### src/rtl/fcd_pkg.sv
// ----------------------------------------------------------------------------
// fcd_pkg: shared encodings, FSM state type and width helper for the decoder.
// Rev 1.0
// ----------------------------------------------------------------------------
`default_nettype none

package fcd_pkg;

    localparam logic FCD_MODE_UNARY  = 1'b0;
    localparam logic FCD_MODE_BINARY = 1'b1;

    typedef enum logic [0:0] {
        FCD_SETTLE = 1'b0,
        FCD_STABLE = 1'b1
    } fcd_state_e;

    // Width that holds the sum of all hands even when every hand reads 2^FINGERS-1.
    function automatic int fcd_sum_w(input int hands, input int fingers);
        return fingers + $clog2(hands + 1);
    endfunction

endpackage

`default_nettype wire

### src/rtl/fcd_hand_decode.sv
// ----------------------------------------------------------------------------
// fcd_hand_decode: one hand's finger vector -> unary popcount or binary value.
// Rev 1.0
// ----------------------------------------------------------------------------
`default_nettype none

module fcd_hand_decode
    import fcd_pkg::*;
#(
    parameter int FINGERS = 5
) (
    input  logic               mode_i,
    input  logic [FINGERS-1:0] fingers_i,
    output logic [FINGERS-1:0] value_o
);

    logic [FINGERS-1:0] w_popcount;

    always_comb begin
        w_popcount = '0;
        for (int i = 0; i < FINGERS; i++) begin
            w_popcount = w_popcount + FINGERS'(fingers_i[i]);
        end
        value_o = (mode_i == FCD_MODE_BINARY) ? fingers_i : w_popcount;
    end

endmodule

`default_nettype wire

### src/rtl/finger_count_decoder.sv
// ----------------------------------------------------------------------------
// finger_count_decoder: synchronised, debounced finger-count decoder with a
// valid/ready result port. Define FCD_ACCUM_EN for the saturating acc_o. Rev 1.0
// ----------------------------------------------------------------------------
`default_nettype none

module finger_count_decoder
    import fcd_pkg::*;
#(
    parameter  int HANDS         = 2,
    parameter  int FINGERS       = 5,
    parameter  int STABLE_CYCLES = 4,
    parameter  int ACC_W         = 8,
    localparam int SUM_W         = fcd_sum_w(HANDS, FINGERS)
) (
    input  logic                       clk,
    input  logic                       rst_n,
    input  logic [HANDS*FINGERS-1:0]   hs_i,
    input  logic                       mode_i,
    input  logic                       out_ready_i,
    input  logic                       clr_i,
    output logic [HANDS*FINGERS-1:0]   hand_cnt_o,
    output logic [SUM_W-1:0]           total_o,
    output logic                       out_valid_o,
    output logic                       overrun_o,
    output logic [ACC_W-1:0]           acc_o
);

    localparam int               HW       = HANDS * FINGERS;
    localparam int               WORD_W   = HW + 1;
    localparam int               CNT_W    = (STABLE_CYCLES > 1) ? $clog2(STABLE_CYCLES) : 1;
    localparam logic [CNT_W-1:0] CNT_LAST = CNT_W'(STABLE_CYCLES - 1);

    // Debounced word is {mode, fingers}: a mode flip restarts settling.
    logic [WORD_W-1:0] sync1_q, sync1_d;
    logic [WORD_W-1:0] sync2_q, sync2_d;
    logic [WORD_W-1:0] prev_q, prev_d;
    logic [WORD_W-1:0] committed_q, committed_d;
    logic [CNT_W-1:0]  cnt_q, cnt_d;
    fcd_state_e        state_q, state_d;

    logic [HW-1:0]     hand_cnt_q, hand_cnt_d;
    logic [SUM_W-1:0]  total_q, total_d;
    logic              valid_q, valid_d;
    logic              overrun_q, overrun_d;

    logic              w_same;
    logic              w_reached;
    logic              w_commit;
    logic [HW-1:0]     w_hand_val;
    logic [SUM_W-1:0]  w_total;

    for (genvar h = 0; h < HANDS; h++) begin : g_hand
        fcd_hand_decode #(
            .FINGERS   (FINGERS)
        ) u_dec (
            .mode_i    (sync2_q[WORD_W-1]),
            .fingers_i (sync2_q[h*FINGERS +: FINGERS]),
            .value_o   (w_hand_val[h*FINGERS +: FINGERS])
        );
    end

    always_comb begin
        w_total = '0;
        for (int h = 0; h < HANDS; h++) begin
            w_total = w_total + SUM_W'(w_hand_val[h*FINGERS +: FINGERS]);
        end
    end

    // cnt counts repeats after the first sample of a run, saturating at the threshold.
    always_comb begin
        sync1_d = {mode_i, hs_i};
        sync2_d = sync1_q;
        prev_d  = sync2_q;
        w_same  = (sync2_q == prev_q);

        if (!w_same) begin
            cnt_d = '0;
        end else if (cnt_q == CNT_LAST) begin
            cnt_d = cnt_q;
        end else begin
            cnt_d = cnt_q + CNT_W'(1);
        end
        w_reached = (cnt_d == CNT_LAST);

        state_d  = state_q;
        w_commit = 1'b0;
        case (state_q)
            FCD_SETTLE: begin
                if (w_reached) begin
                    state_d  = FCD_STABLE;
                    w_commit = (sync2_q != committed_q);
                end
            end
            FCD_STABLE: begin
                if (!w_same) begin
                    if (w_reached) begin
                        w_commit = (sync2_q != committed_q);
                    end else begin
                        state_d = FCD_SETTLE;
                    end
                end
            end
            default: state_d = FCD_SETTLE;
        endcase

        committed_d = w_commit ? sync2_q    : committed_q;
        hand_cnt_d  = w_commit ? w_hand_val : hand_cnt_q;
        total_d     = w_commit ? w_total    : total_q;

        if (w_commit) begin
            valid_d = 1'b1;
        end else if (valid_q && out_ready_i) begin
            valid_d = 1'b0;
        end else begin
            valid_d = valid_q;
        end

        if (w_commit && valid_q && !out_ready_i) begin
            overrun_d = 1'b1;
        end else if (clr_i) begin
            overrun_d = 1'b0;
        end else begin
            overrun_d = overrun_q;
        end
    end

    always_ff @(posedge clk or negedge rst_n) begin
        if (!rst_n) begin
            sync1_q     <= '0;
            sync2_q     <= '0;
            prev_q      <= '0;
            committed_q <= '0;
            cnt_q       <= '0;
            state_q     <= FCD_SETTLE;
            hand_cnt_q  <= '0;
            total_q     <= '0;
            valid_q     <= 1'b0;
            overrun_q   <= 1'b0;
        end else begin
            sync1_q     <= sync1_d;
            sync2_q     <= sync2_d;
            prev_q      <= prev_d;
            committed_q <= committed_d;
            cnt_q       <= cnt_d;
            state_q     <= state_d;
            hand_cnt_q  <= hand_cnt_d;
            total_q     <= total_d;
            valid_q     <= valid_d;
            overrun_q   <= overrun_d;
        end
    end

    assign hand_cnt_o  = hand_cnt_q;
    assign total_o     = total_q;
    assign out_valid_o = valid_q;
    assign overrun_o   = overrun_q;

`ifdef FCD_ACCUM_EN
    localparam int ACC_SUM_W = ACC_W + SUM_W + 1;

    logic [ACC_W-1:0]     acc_q, acc_d;
    logic [ACC_SUM_W-1:0] w_acc_sum;

    always_comb begin
        w_acc_sum = ACC_SUM_W'(acc_q) + ACC_SUM_W'(total_q);
        if (clr_i) begin
            acc_d = '0;
        end else if (valid_q && out_ready_i) begin
            acc_d = (w_acc_sum > ACC_SUM_W'({ACC_W{1'b1}})) ? {ACC_W{1'b1}} : w_acc_sum[ACC_W-1:0];
        end else begin
            acc_d = acc_q;
        end
    end

    always_ff @(posedge clk or negedge rst_n) begin
        if (!rst_n) begin
            acc_q <= '0;
        end else begin
            acc_q <= acc_d;
        end
    end

    assign acc_o = acc_q;
`else
    assign acc_o = '0;
`endif

endmodule

`default_nettype wire

### config.mk
export PLATFORM = sky130hd
export DESIGN_NAME = finger_count_decoder
export DESIGN_NICKNAME = d
export VERILOG_FILES = /design/src/rtl/fcd_pkg.sv /design/src/rtl/fcd_hand_decode.sv /design/src/rtl/finger_count_decoder.sv
export SDC_FILE = /design/constraint.sdc
export NUM_CORES = 1
export LEC_CHECK = 0
export ABC_AREA = 0
export CAP_MARGIN = 30
export CORE_MARGIN = 4
export CORE_UTILIZATION = 58
export CTS_BUF_LIST = sky130_fd_sc_hd__clkbuf_8 sky130_fd_sc_hd__clkbuf_16
export DETAILED_ROUTE_END_ITERATION = 6
export HOLD_SLACK_MARGIN = 0.03
export PLACE_DENSITY = 0.88
export SYNTH_ARGS = -nofsm -noshare
export SYNTH_HDL_FRONTEND = slang
export SYNTH_SLANG_ARGS = --single-unit
### constraint.sdc
create_clock -name clk -period 5.39 [get_ports clk]
set_input_delay 1.078 -clock clk [delete_from_list [all_inputs] [get_ports clk]]
set_output_delay 1.078 -clock clk [all_outputs]
set_load 0.005 [all_outputs]
==> results.toml <==
[outcome]
status = "finished, final reports clean"

[yosys]
synth_area_um2 = 2870
ys_seq_area_share_pct = 56.8
yosys.area.top_type = "dfrtp_1"
yosysWarningCount = 0
synth_area_leaders = "dfrtp_1, mux2_4, ha_1, mux2_2, xnor2_1"
syn_inst = 199
synth_top_cell_area_share_pct = 56.8
synth-async-reset-ratio_pct = 100
ys.flop_type = "dfrtp_1"
syn_area_per_cell_um2 = 14.4
ys_seq_elements = 65
synth-edff-count = 0
yosysUniqueCellTypes = 30

[cts]
cts_num_sinks = 65
clockBufferDepth = 2
numCtsBuffers = 9
ctsHoldBuffers = 0
post_cts_buffers = 0
cts_resized = 0
insertion_delay_ps = 340
cts-root-buf = "clkbuf_8"
cts_tree = "built"
clk_pin_slew_ps = 70
htreeDepth = 3

[floorplan]
core-area_um2 = 4750
die_w_um = 78.3
die_h_um = 78.3
row_count = 25
initial_core_util_pct = 60.3
io_pins = 42
dieArea_um2 = 6130

[route]
routed_wl_um = 4890
ant_nets = 0
wl_per_cell_um = 15.8
vias_per_cell = 4.88
drt-pass1-iter-count = 4
num_vias = 1514
drc = 0
drt_iter0_drc = 104

[critical_path]
reg2reg_depth = 13
crit_buf_inv = 3
end_kind = "flip-flop"
cp.required_ps = 5620
start_kind = "flip-flop"
critical_path_class = "flip-flop to flip-flop"
r2r_end = "total_o[5]"
critPathSlowestCell = "dfrtp_1"
critical_path.cell_chain = "ha_1 -> inv_1 -> fa_1 -> inv_1 -> ha_1 -> inv_1 -> fa_1 -> mux2i_1 -> ha_1 -> a21o_1 -> a21oi_1 -> o21ai_0 -> mux2_4"
r2r_slack_ps = 1820
worstPathArrival_ps = 3800
rr_startpoint = "prev_d[0]"
crit_family = "adder cells"
cp-startpoint = "prev_d[0]"
cpPeakStageDelay_ps = 460
cp_max_fo = 6

[power]
power.density_nw_per_um2 = 304
p_leak_nw = 1.62
power_w = 0.00104
peakVddDrop_mv = 0.195

[sta]
skew_ps = 5.22
slew_headroom_pct = 47.3
max_freq_mhz = 280
final_max_slew_viol_count = 0
finalSetupViolCount = 0
setup_tns_ps = 0
fin_crit_sh_pct = 66.2
worst_pin_slew_ps = 791
hold_viol = 0
rsz0062_at_grt = "false"
period_needed_ps = 3570

[worst_hold_path]
worstHoldStart = "sync1_q[10]"
hold_path_depth = 0
hold_path_end = "prev_d[10]"
hold_class = "flip-flop to flip-flop"

[placement]
port_buffers = 32
dp_hpwl_um = 3390
gp_congestion = 0.831

[layout]
num-nets-final = 267
diodes = 0
drive_gt1_share_pct = 19.8
area_growth_pct = 18.7

[run]
drv_cap = 0

[global_route]
track_usage_pct = 19.2
grt_max_degree = 66
grt-ovfl-total = 0
grt_pass1_vias = 1716
grt_pass1_wl_um = 8580
grt_antenna_before_repair = 0
## how the worst max path moves through the flow
stage | to | slack [ps] | cells past startpoint
after floorplan | total_o[4] | 2080 | 12
after global placement | total_o[5] | 1900 | 13
after detailed placement | total_o[5] | 1840 | 13
after CTS | total_o[5] | 1760 | 13
after global routing | total_o[5] | 1590 | 13
final | total_o[5] | 1820 | 13
## area by class of cell
cell class,instances,area [um2]
clock buffers,11,151
clock inverters,5,55.1
repair buffers,34,350
flip-flops and latches,65,1630
inverters,15,56.3
well taps,67,83.8
multi-input cells,113,1080
fillers,302,1350
## registers in the layout, summed over array words and instances, names as in the netlist
| signal | cells |
|---|---|
| committed_q | 11 |
| sync1_q | 11 |
| cnt_q | 2 |
| total_o | 6 |
| overrun_o | 1 |
| prev_q | 11 |
| out_valid_o | 1 |
| prev_d | 11 |
| state_q | 1 |
| hand_cnt_o | 10 |
## per-layer routing
metal	GRT usage, %	wire [um]
met1	24.5	2130
met2	29.6	2450
met3	5.05	158
met4	11.0	148
met5	0	0
## report_power, final
group | total [W] | switching (W) | internal (W) | leakage (nW)
clock network | 0.000424 | 0.000187 | 0.000237 | 0.107
registers | 0.000514 | 0.0000135 | 0.000500 | 0.832
logic | 0.0000979 | 0.0000506 | 0.0000473 | 0.680
total | 0.00104 | 0.000251 | 0.000784 | 1.62
## stage by stage
stage / worst slack, ps / hold WS, ps / utilization [%] / cells / area (um2)
floorplan: 2080 / 331 / - / 207 / 2900
global placement: 1900 / 332 / 66.6 / 293 / 3170
detailed placement: 1840 / 335 / 67.2 / 294 / 3200
CTS: 1760 / 350 / 71.6 / 310 / 3400
global route: 1590 / 364 / 71.6 / 310 / 3400
finish: 1820 / 349 / 71.6 / 310 / 3400
## cells by family after synthesis
group	count (synthesis)	synth area share, %
adders and majority gates	14	7.42
xor gates and xnor gates	25	7.90
and+or+nand+nor	22	3.97
DFF	65	56.8
buffers and inverters	29	6.64
AOI/OAI and AO/OA	14	3.45
other	1	0.131
muxes	29	13.7
## synth_stat cells, types with 2 or more instances
master	count
buf_4	9
buf_12	2
xor2_1	12
a21o_1	3
inv_1	15
fa_1	5
mux2_4	18
nand4_1	2
o21ai_0	5
dfrtp_1	65
buf_6	2
nand2_1	5
xnor2_1	12
mux2_2	10
ha_1	9
a21oi_1	4
nor2_1	4
nor4_1	2
and2_1	4
## layout by cell type (no fill, tap or decap), types with 2 or more instances in the layout
cell type / count
clkbuf_8: 11
conb_1: 9
mux2_2: 10
nor4_1: 2
mux2_4: 18
inv_1: 16
and2_1: 4
clkdlybuf4s50_1: 31
nand2_1: 5
nand4_1: 2
o21ai_0: 5
xnor2_1: 12
a21o_1: 3
fa_1: 5
ha_1: 9
xor2_1: 12
a21oi_1: 4
dfrtp_1: 65
nor2_1: 4
No activity file was read; power rests on OpenSTA's default activity.
